[src/rtl/ifetch_pkg.sv]
// -----------------------------------------------------------------------------
// ifetch_pkg
//
// Shared definitions for the instruction fetch unit:
//   RESET_PC_DEFAULT - PC loaded on reset unless the top is overridden
//   DEPTH_DEFAULT    - default instruction buffer entry count
//   WORD_ALIGN_MASK  - clears the byte-offset bits of an address
//   FETCH_STRIDE     - PC increment per fetched word
//   PC8_OFFSET       - distance from fetch address to the ARM PC read value
//   fetch_entry_t    - one buffered fetch: instruction word plus its address
//   word_align()     - forces an address onto a 32-bit word boundary
// -----------------------------------------------------------------------------
package ifetch_pkg;

   localparam logic [31:0] RESET_PC_DEFAULT = 32'h0000_0000;
   localparam int          DEPTH_DEFAULT    = 2;
   localparam logic [31:0] WORD_ALIGN_MASK  = 32'hFFFF_FFFC;
   localparam logic [31:0] FETCH_STRIDE     = 32'd4;
   localparam logic [31:0] PC8_OFFSET       = 32'd8;

   typedef struct packed {
      logic [31:0] instr;
      logic [31:0] pc;
   } fetch_entry_t;

   function automatic logic [31:0] word_align(input logic [31:0] addr);
      return addr & WORD_ALIGN_MASK;
   endfunction

endpackage

[src/rtl/ifetch_fifo.sv]
// -----------------------------------------------------------------------------
// ifetch_fifo
//
// Synchronous FIFO of fetch_entry_t used as the fetch-to-decode buffer.
// Head data comes straight from storage, so an entry written at one edge is
// visible at the head from the next cycle on (no write-to-read bypass).
//
// Ports:
//   clk        in   single clock, rising edge
//   reset      in   synchronous active-low reset (0 = reset)
//   push       in   request to write push_data at the tail
//   push_data  in   entry to write
//   pop        in   request to remove the head entry
//   flush      in   discard every entry; overrides push and pop
//   head       out  entry at the head (undefined contents while empty)
//   full       out  occupancy equals DEPTH
//   empty      out  occupancy equals zero
//
// A push while full is accepted only when a pop happens in the same cycle,
// which leaves the occupancy unchanged.
// -----------------------------------------------------------------------------
module ifetch_fifo
   import ifetch_pkg::*;
#(
   parameter int DEPTH = DEPTH_DEFAULT
) (
   input  logic         clk,
   input  logic         reset,
   input  logic         push,
   input  fetch_entry_t push_data,
   input  logic         pop,
   input  logic         flush,
   output fetch_entry_t head,
   output logic         full,
   output logic         empty
);

   localparam int PTR_W = (DEPTH > 1) ? $clog2(DEPTH) : 1;
   localparam int CNT_W = $clog2(DEPTH + 1);

   logic [PTR_W-1:0] rd_ptr_q, rd_ptr_d;
   logic [PTR_W-1:0] wr_ptr_q, wr_ptr_d;
   logic [CNT_W-1:0] count_q,  count_d;
   logic             do_push;
   logic             do_pop;
   logic             do_write;

   fetch_entry_t     mem_q [DEPTH];

   assign full  = (count_q == CNT_W'(DEPTH));
   assign empty = (count_q == '0);
   assign head  = mem_q[rd_ptr_q];

   // NOTE: every signal assigned here gets a default first, so no path leaves
   // it unassigned and no latch is inferred.
   always_comb begin
      rd_ptr_d = rd_ptr_q;
      wr_ptr_d = wr_ptr_q;
      count_d  = count_q;
      do_pop   = pop && !empty;
      do_push  = push && (!full || do_pop);
      do_write = do_push && !flush;

      if (flush) begin
         rd_ptr_d = '0;
         wr_ptr_d = '0;
         count_d  = '0;
      end else begin
         // DEPTH is a power of two, so plain increment wraps modulo DEPTH.
         if (do_pop)  rd_ptr_d = rd_ptr_q + PTR_W'(1);
         if (do_push) wr_ptr_d = wr_ptr_q + PTR_W'(1);
         case ({do_push, do_pop})
            2'b10:   count_d = count_q + CNT_W'(1);
            2'b01:   count_d = count_q - CNT_W'(1);
            default: count_d = count_q;
         endcase
      end
   end

   // NOTE: state flops use non-blocking assignments so every flop samples the
   // pre-edge values, independent of block evaluation order.
   always_ff @(posedge clk) begin
      if (!reset) begin
         rd_ptr_q <= '0;
         wr_ptr_q <= '0;
         count_q  <= '0;
      end else begin
         rd_ptr_q <= rd_ptr_d;
         wr_ptr_q <= wr_ptr_d;
         count_q  <= count_d;
      end
   end

   // NOTE: storage is deliberately left out of reset; its contents only
   // matter while the count says they are valid, and the top gates its
   // outputs with that.
   always_ff @(posedge clk) begin
      if (do_write) begin
         mem_q[wr_ptr_q] <= push_data;
      end
   end

endmodule

[src/rtl/ifetch_unit.sv]
// -----------------------------------------------------------------------------
// ifetch_unit
//
// Instruction fetch stage: owns the fetch PC, reads one word per cycle from a
// combinational instruction memory and queues {instr, pc} for decode.
// A redirect from execute has priority over fetching: it reloads the PC with
// the word-aligned target and flushes the buffer in the same edge.
//
// Parameters:
//   RESET_PC     PC loaded while reset is low
//   DEPTH        buffer entries (power of two, >= 2)
//
// Ports:
//   clk          in   single clock, rising edge
//   reset        in   synchronous active-low reset; overrides br_valid
//   imem_a       out  instruction memory address (always the fetch PC)
//   imem_rd      in   instruction memory data for imem_a, same cycle
//   br_valid     in   redirect request
//   br_target    in   redirect address, byte-offset bits ignored
//   instr_valid  out  buffer head holds an instruction
//   instr_ready  in   decode takes the head this cycle
//   instr        out  instruction at the head
//   instr_pc     out  fetch address of instr
//   instr_pc8    out  instr_pc + 8 (ARM PC read value)
//
// While instr_valid is low the three head outputs read as zero, so they are
// clean after reset and never expose stale or uninitialised storage.
// -----------------------------------------------------------------------------
module ifetch_unit
   import ifetch_pkg::*;
#(
   parameter logic [31:0] RESET_PC = RESET_PC_DEFAULT,
   parameter int          DEPTH    = DEPTH_DEFAULT
) (
   input  logic        clk,
   input  logic        reset,
   output logic [31:0] imem_a,
   input  logic [31:0] imem_rd,
   input  logic        br_valid,
   input  logic [31:0] br_target,
   output logic        instr_valid,
   input  logic        instr_ready,
   output logic [31:0] instr,
   output logic [31:0] instr_pc,
   output logic [31:0] instr_pc8
);

   logic [31:0]  pc_q, pc_d;
   logic         pop;
   logic         fetch;
   logic         fifo_full;
   logic         fifo_empty;
   fetch_entry_t fifo_head;
   fetch_entry_t fetch_entry;

   assign imem_a      = pc_q;
   assign instr_valid = !fifo_empty;

   always_comb begin
      pop               = instr_valid && instr_ready;
      // A fetch may land in a full buffer only when the head leaves this
      // cycle; a redirect suppresses the fetch of the now-wrong path.
      fetch             = !br_valid && (!fifo_full || pop);
      fetch_entry.instr = imem_rd;
      fetch_entry.pc    = pc_q;

      pc_d = pc_q;
      if (br_valid) begin
         pc_d = word_align(br_target);
      end else if (fetch) begin
         pc_d = pc_q + FETCH_STRIDE;  // wraps FFFF_FFFC -> 0000_0000
      end
   end

   always_ff @(posedge clk) begin
      if (!reset) begin
         pc_q <= word_align(RESET_PC);
      end else begin
         pc_q <= pc_d;
      end
   end

   // A pop in the redirect cycle needs no special handling: the flush drops
   // the head together with everything behind it.
   ifetch_fifo #(
      .DEPTH (DEPTH)
   ) u_fifo (
      .clk       (clk),
      .reset     (reset),
      .push      (fetch),
      .push_data (fetch_entry),
      .pop       (pop),
      .flush     (br_valid),
      .head      (fifo_head),
      .full      (fifo_full),
      .empty     (fifo_empty)
   );

   always_comb begin
      instr     = '0;
      instr_pc  = '0;
      instr_pc8 = '0;
      if (instr_valid) begin
         instr     = fifo_head.instr;
         instr_pc  = fifo_head.pc;
         instr_pc8 = fifo_head.pc + PC8_OFFSET;
      end
   end

endmodule

[config.mk]
export PLATFORM = sky130hd
export DESIGN_NAME = ifetch_unit
export DESIGN_NICKNAME = d
export VERILOG_FILES = /design/src/rtl/ifetch_pkg.sv /design/src/rtl/ifetch_fifo.sv /design/src/rtl/ifetch_unit.sv
export SDC_FILE = /design/constraint.sdc
export NUM_CORES = 1
export LEC_CHECK = 0
export CORE_MARGIN = 2
export CORE_UTILIZATION = 60
export CTS_CLUSTER_DIAMETER = 200
export CTS_CLUSTER_SIZE = 20
export DETAILED_ROUTE_END_ITERATION = 7
export DONT_BUFFER_PORTS = 1
export PLACE_DENSITY = 0.73
export SYNTH_ARGS = -nofsm -noshare
export SYNTH_HDL_FRONTEND = slang
export SYNTH_HIERARCHICAL = 1
export SYNTH_SLANG_ARGS = --single-unit
[constraint.sdc]
create_clock -name clk -period 9.52 [get_ports clk]
set_input_delay 1.428 -clock clk [delete_from_list [all_inputs] [get_ports clk]]
set_output_delay 1.428 -clock clk [all_outputs]
set_load 0.01 [all_outputs]
==> flow_summary.toml <==
[sta]
finalCritPeriodShare_pct = 53.47
finalWorstPathRequiredPeriod_ns = 5.090
finClkSkew_ns = 0.01109
hold_viol = 0
fin_hold_ws_ns = 0.5100
setup_tns_ns = 0
maxSlewHeadroom_pct = 12.70
max_freq_ghz = 0.1964
rsz0062_at_grt = "false"
drv_slew = 0
worst_slew_pin_slew_ns = 1.308
finalSetupViolCount = 0

[yosys]
synth_cell_types = 60
synth_top_area_cell = "edfxtp_1"
synthArstFlopShare_pct = 0
yosys_warnings = 6
synth_edf_count = 128
synth_top_area_share_pct = 48.34
synth_area_sq_mm = 0.007951
ys_seq_area_share_pct = 57.15
synthTopCellsByArea = "edfxtp_1 48%, mux2_2 10%, dfxtp_1 8.8%, nor2b_1 5.2%, o21ai_0 2.0%"
syn_area_per_cell_sq_um = 12.16
synth.most_common_cell = "edfxtp_1"
synth_ff_type = "edfxtp_1"
synth_commonest_cells = "128 x edfxtp_1, 71 x mux2_2, 66 x nor2b_1"
synth-seq-cells = 163
synthCells = 654

[routing]
firstDrtPassIters = 5
ant_nets = 0
routed_wirelength_mm = 16.31
drc = 0
wl_per_cell_microns = 19.63
via_per_inst = 6.288
vias = 5225
drt_iter0_drc = 326

[finish]
seq_area_sq_mm = 0.004546
area_growth_pct = 7.553
final_util_pct = 65.36
fillers = 951
nets = 711
multiInputGateArea_sq_mm = 0.003134
stdcell_area_sq_mm = 0.008552
layout-drive-gt1-share_pct = 18.81

[die]
die_y_microns = 119.1
initial_core_util_pct = 60.77
dieArea_sq_mm = 0.01419
die_w_microns = 119.1
row_count = 42
io_pins = 197
core_area_sq_mm = 0.01309

[clock_network]
postCtsHoldBufs = 0
clock_latency_ns = 0.42
htree_levels = 4
cts_tree = "yes"
ctsResizeCount = 0
cts_sinks = 163
clkTransAtPathRegs_ns = 0.06
clockBufferDepth = 2
cts_root_buffer = "clkbuf_16"
cts_setup_buffers = 0
cts-buffers-inserted = 17

[placement]
place.gp.congestion = 0.8588
io_buffers = 0
placed_cell_area_sq_mm = 0.007971
dp.final_hpwl_mm = 10.79

[power]
vdd.ir_drop.worst_v = 0.00009463
pwr-share-comb_pct = 6.0
internal_power_mw = 1.231
power.total_mw = 1.574
power_leakage_nw = 2.710
p_sw_uw = 343.7
p_sw_share_pct = 21.83
p_seq_share_pct = 52.6
p_per_area_mw_per_mm2 = 184.1
clockPowerShare_pct = 41.4

[hold_path]
min_path_cells = 2
hp-class = "flip-flop to flip-flop"
hp-start = "u_fifo/rd_ptr_q$_SDFFE_PP0P_"

[worst_setup_path]
reg2reg_depth = 6
cp_data_arrival_time_ns = 3.66
crit_family = "simple AND/OR/NAND/NOR gates"
worst_path_max_delay_cell = "or4_1"
rr_endpoint = "u_fifo/mem_q[0][22]$_DFFE_PP_"
worstSetupEndpointType = "primary output"
worstPathMaxFanout = 64
worstPathRequired_ns = 8.09
critPathBufInv = 1
path_cells = "buf_4 > mux2_2 > and4_1 > nand4_1 > or4_1 > a21oi_1"
path_class = "flip-flop to primary output"
rr_startpoint = "u_fifo/count_q[0]$_SDFFE_PP0P_"
cp-start-kind = "flip-flop"
cp_slowest_stage_delay_ns = 0.67
r2r_slack_ns = 6.71

[flow_run]
cap_violations = 0

[global_route]
gr-total-overflow = 0
grt_max_degree = 95
grt_pass1_wl_mm = 25.67
grt_pass1_vias = 5024
grt_use_total_pct = 23.20
antenna_found_initial = 1

[status]
outcome = "finished, final reports clean"
## tightest hold or removal path, cell delays in order (launching register included)
cell     delay (ns)
dfxtp_1        0.32
xor2_1         0.08
nor2_1         0.07
## area by class of cell
cell class	instances	share of cell area, %
Clock buffer	25	5.940
Sequential cell	163	53.15
Clock inverter	7	0.8193
Tap cell	176	2.575
Timing Repair Buffer	4	0.3511
Antenna cell	1	0.02926
Inverter	11	0.4828
Multi-Input combinational cell	444	36.65
## layout by cell type, fill, tap and decap left out, drive strengths merged, types with 3 or more instances in the layout
master | Yosys | layout
xor2 | 13 | 13
nor3 | 11 | 11
buf | 22 | 4
o31ai | 14 | 14
edfxtp | 128 | 128
nand2b | 6 | 6
nand3 | 22 | 22
a31oi | 12 | 12
conb | 1 | 6
a211oi | 4 | 4
a311oi | 6 | 6
inv | 11 | 12
and4 | 7 | 7
nor3b | 4 | 4
nor2b | 66 | 66
and2 | 3 | 3
clkinv | 0 | 3
o2111ai | 3 | 3
clkbuf | 19 | 25
mux2 | 72 | 72
or3 | 9 | 9
or4 | 16 | 16
and3 | 10 | 10
nor4 | 4 | 4
dfxtp | 35 | 35
nand2 | 25 | 25
xnor2 | 6 | 6
nand4 | 16 | 16
nor2 | 33 | 33
a21oi | 25 | 25
o21ai | 32 | 32
## through the flow
step / instances / worst slack, ns
global placement: 798 / 4.885
global route: 831 / 4.165
detailed placement: 798 / 4.845
CTS: 830 / 4.380
floorplan: 659 / 2.360
finish: 831 / 4.430
## flip-flops by register name, indices dropped and copies added (netlist names), named ones only
signal,flops
u_fifo/mem_q,128
imem_a,30
u_fifo/count_q,2
u_fifo/rd_ptr_q,1
u_fifo/wr_ptr_q,1
## kinds of logic (layout without fill, tap and decap cells)
group,after synthesis,in the layout,synth area share (%)
xor gates and xnor gates,19,19,2.093
adders and majority gates,2,2,0.3147
other,1,7,0.04716
and+or+nand+nor,234,234,17.03
muxes,73,73,10.37
DFF,163,163,57.15
buffers and inverters,52,47,3.887
AOI/OAI and AO/OA,110,110,9.111
## power by group through the flow
| stage | clock, mW | combinational [mW] | sequential [mW] |
|---|---|---|---|
| finish | 0.651 | 0.0947 | 0.829 |
| global route | 0.696 | 0.105 | 0.832 |
| CTS | 0.664 | 0.0950 | 0.828 |
| detailed placement | 0 | 0.0943 | 0.843 |
| global placement | 0 | 0.0919 | 0.841 |
| floorplan | 0 | 0.0827 | 0.835 |
## how the worst max path moves through the flow
stage / startpoint / to / slack [ns] / cells past startpoint
CTS: flip-flop / instr_pc8[28] / 4.38 / 6
global placement: flip-flop / instr_pc8[30] / 4.89 / 6
global route: flip-flop / instr_pc8[28] / 4.17 / 6
finish: flip-flop / instr_pc8[28] / 4.43 / 6
floorplan: br_valid / u_fifo/mem_q[0][0]$_DFFE_PP_ / 2.36 / 5
detailed placement: flip-flop / instr_pc8[28] / 4.84 / 6
## metal layers
layer / GRT usage (%) / up-vias / share of wire, %
li1: - / 2440 / -
met1: 28.69 / 2518 / 40
met2: 36.75 / 221 / 48
met3: 7.998 / 46 / 8.7
met4: 10.86 / 0 / 2.9
met5: 0 / - / 0
Power figures use the tool's default switching activity.
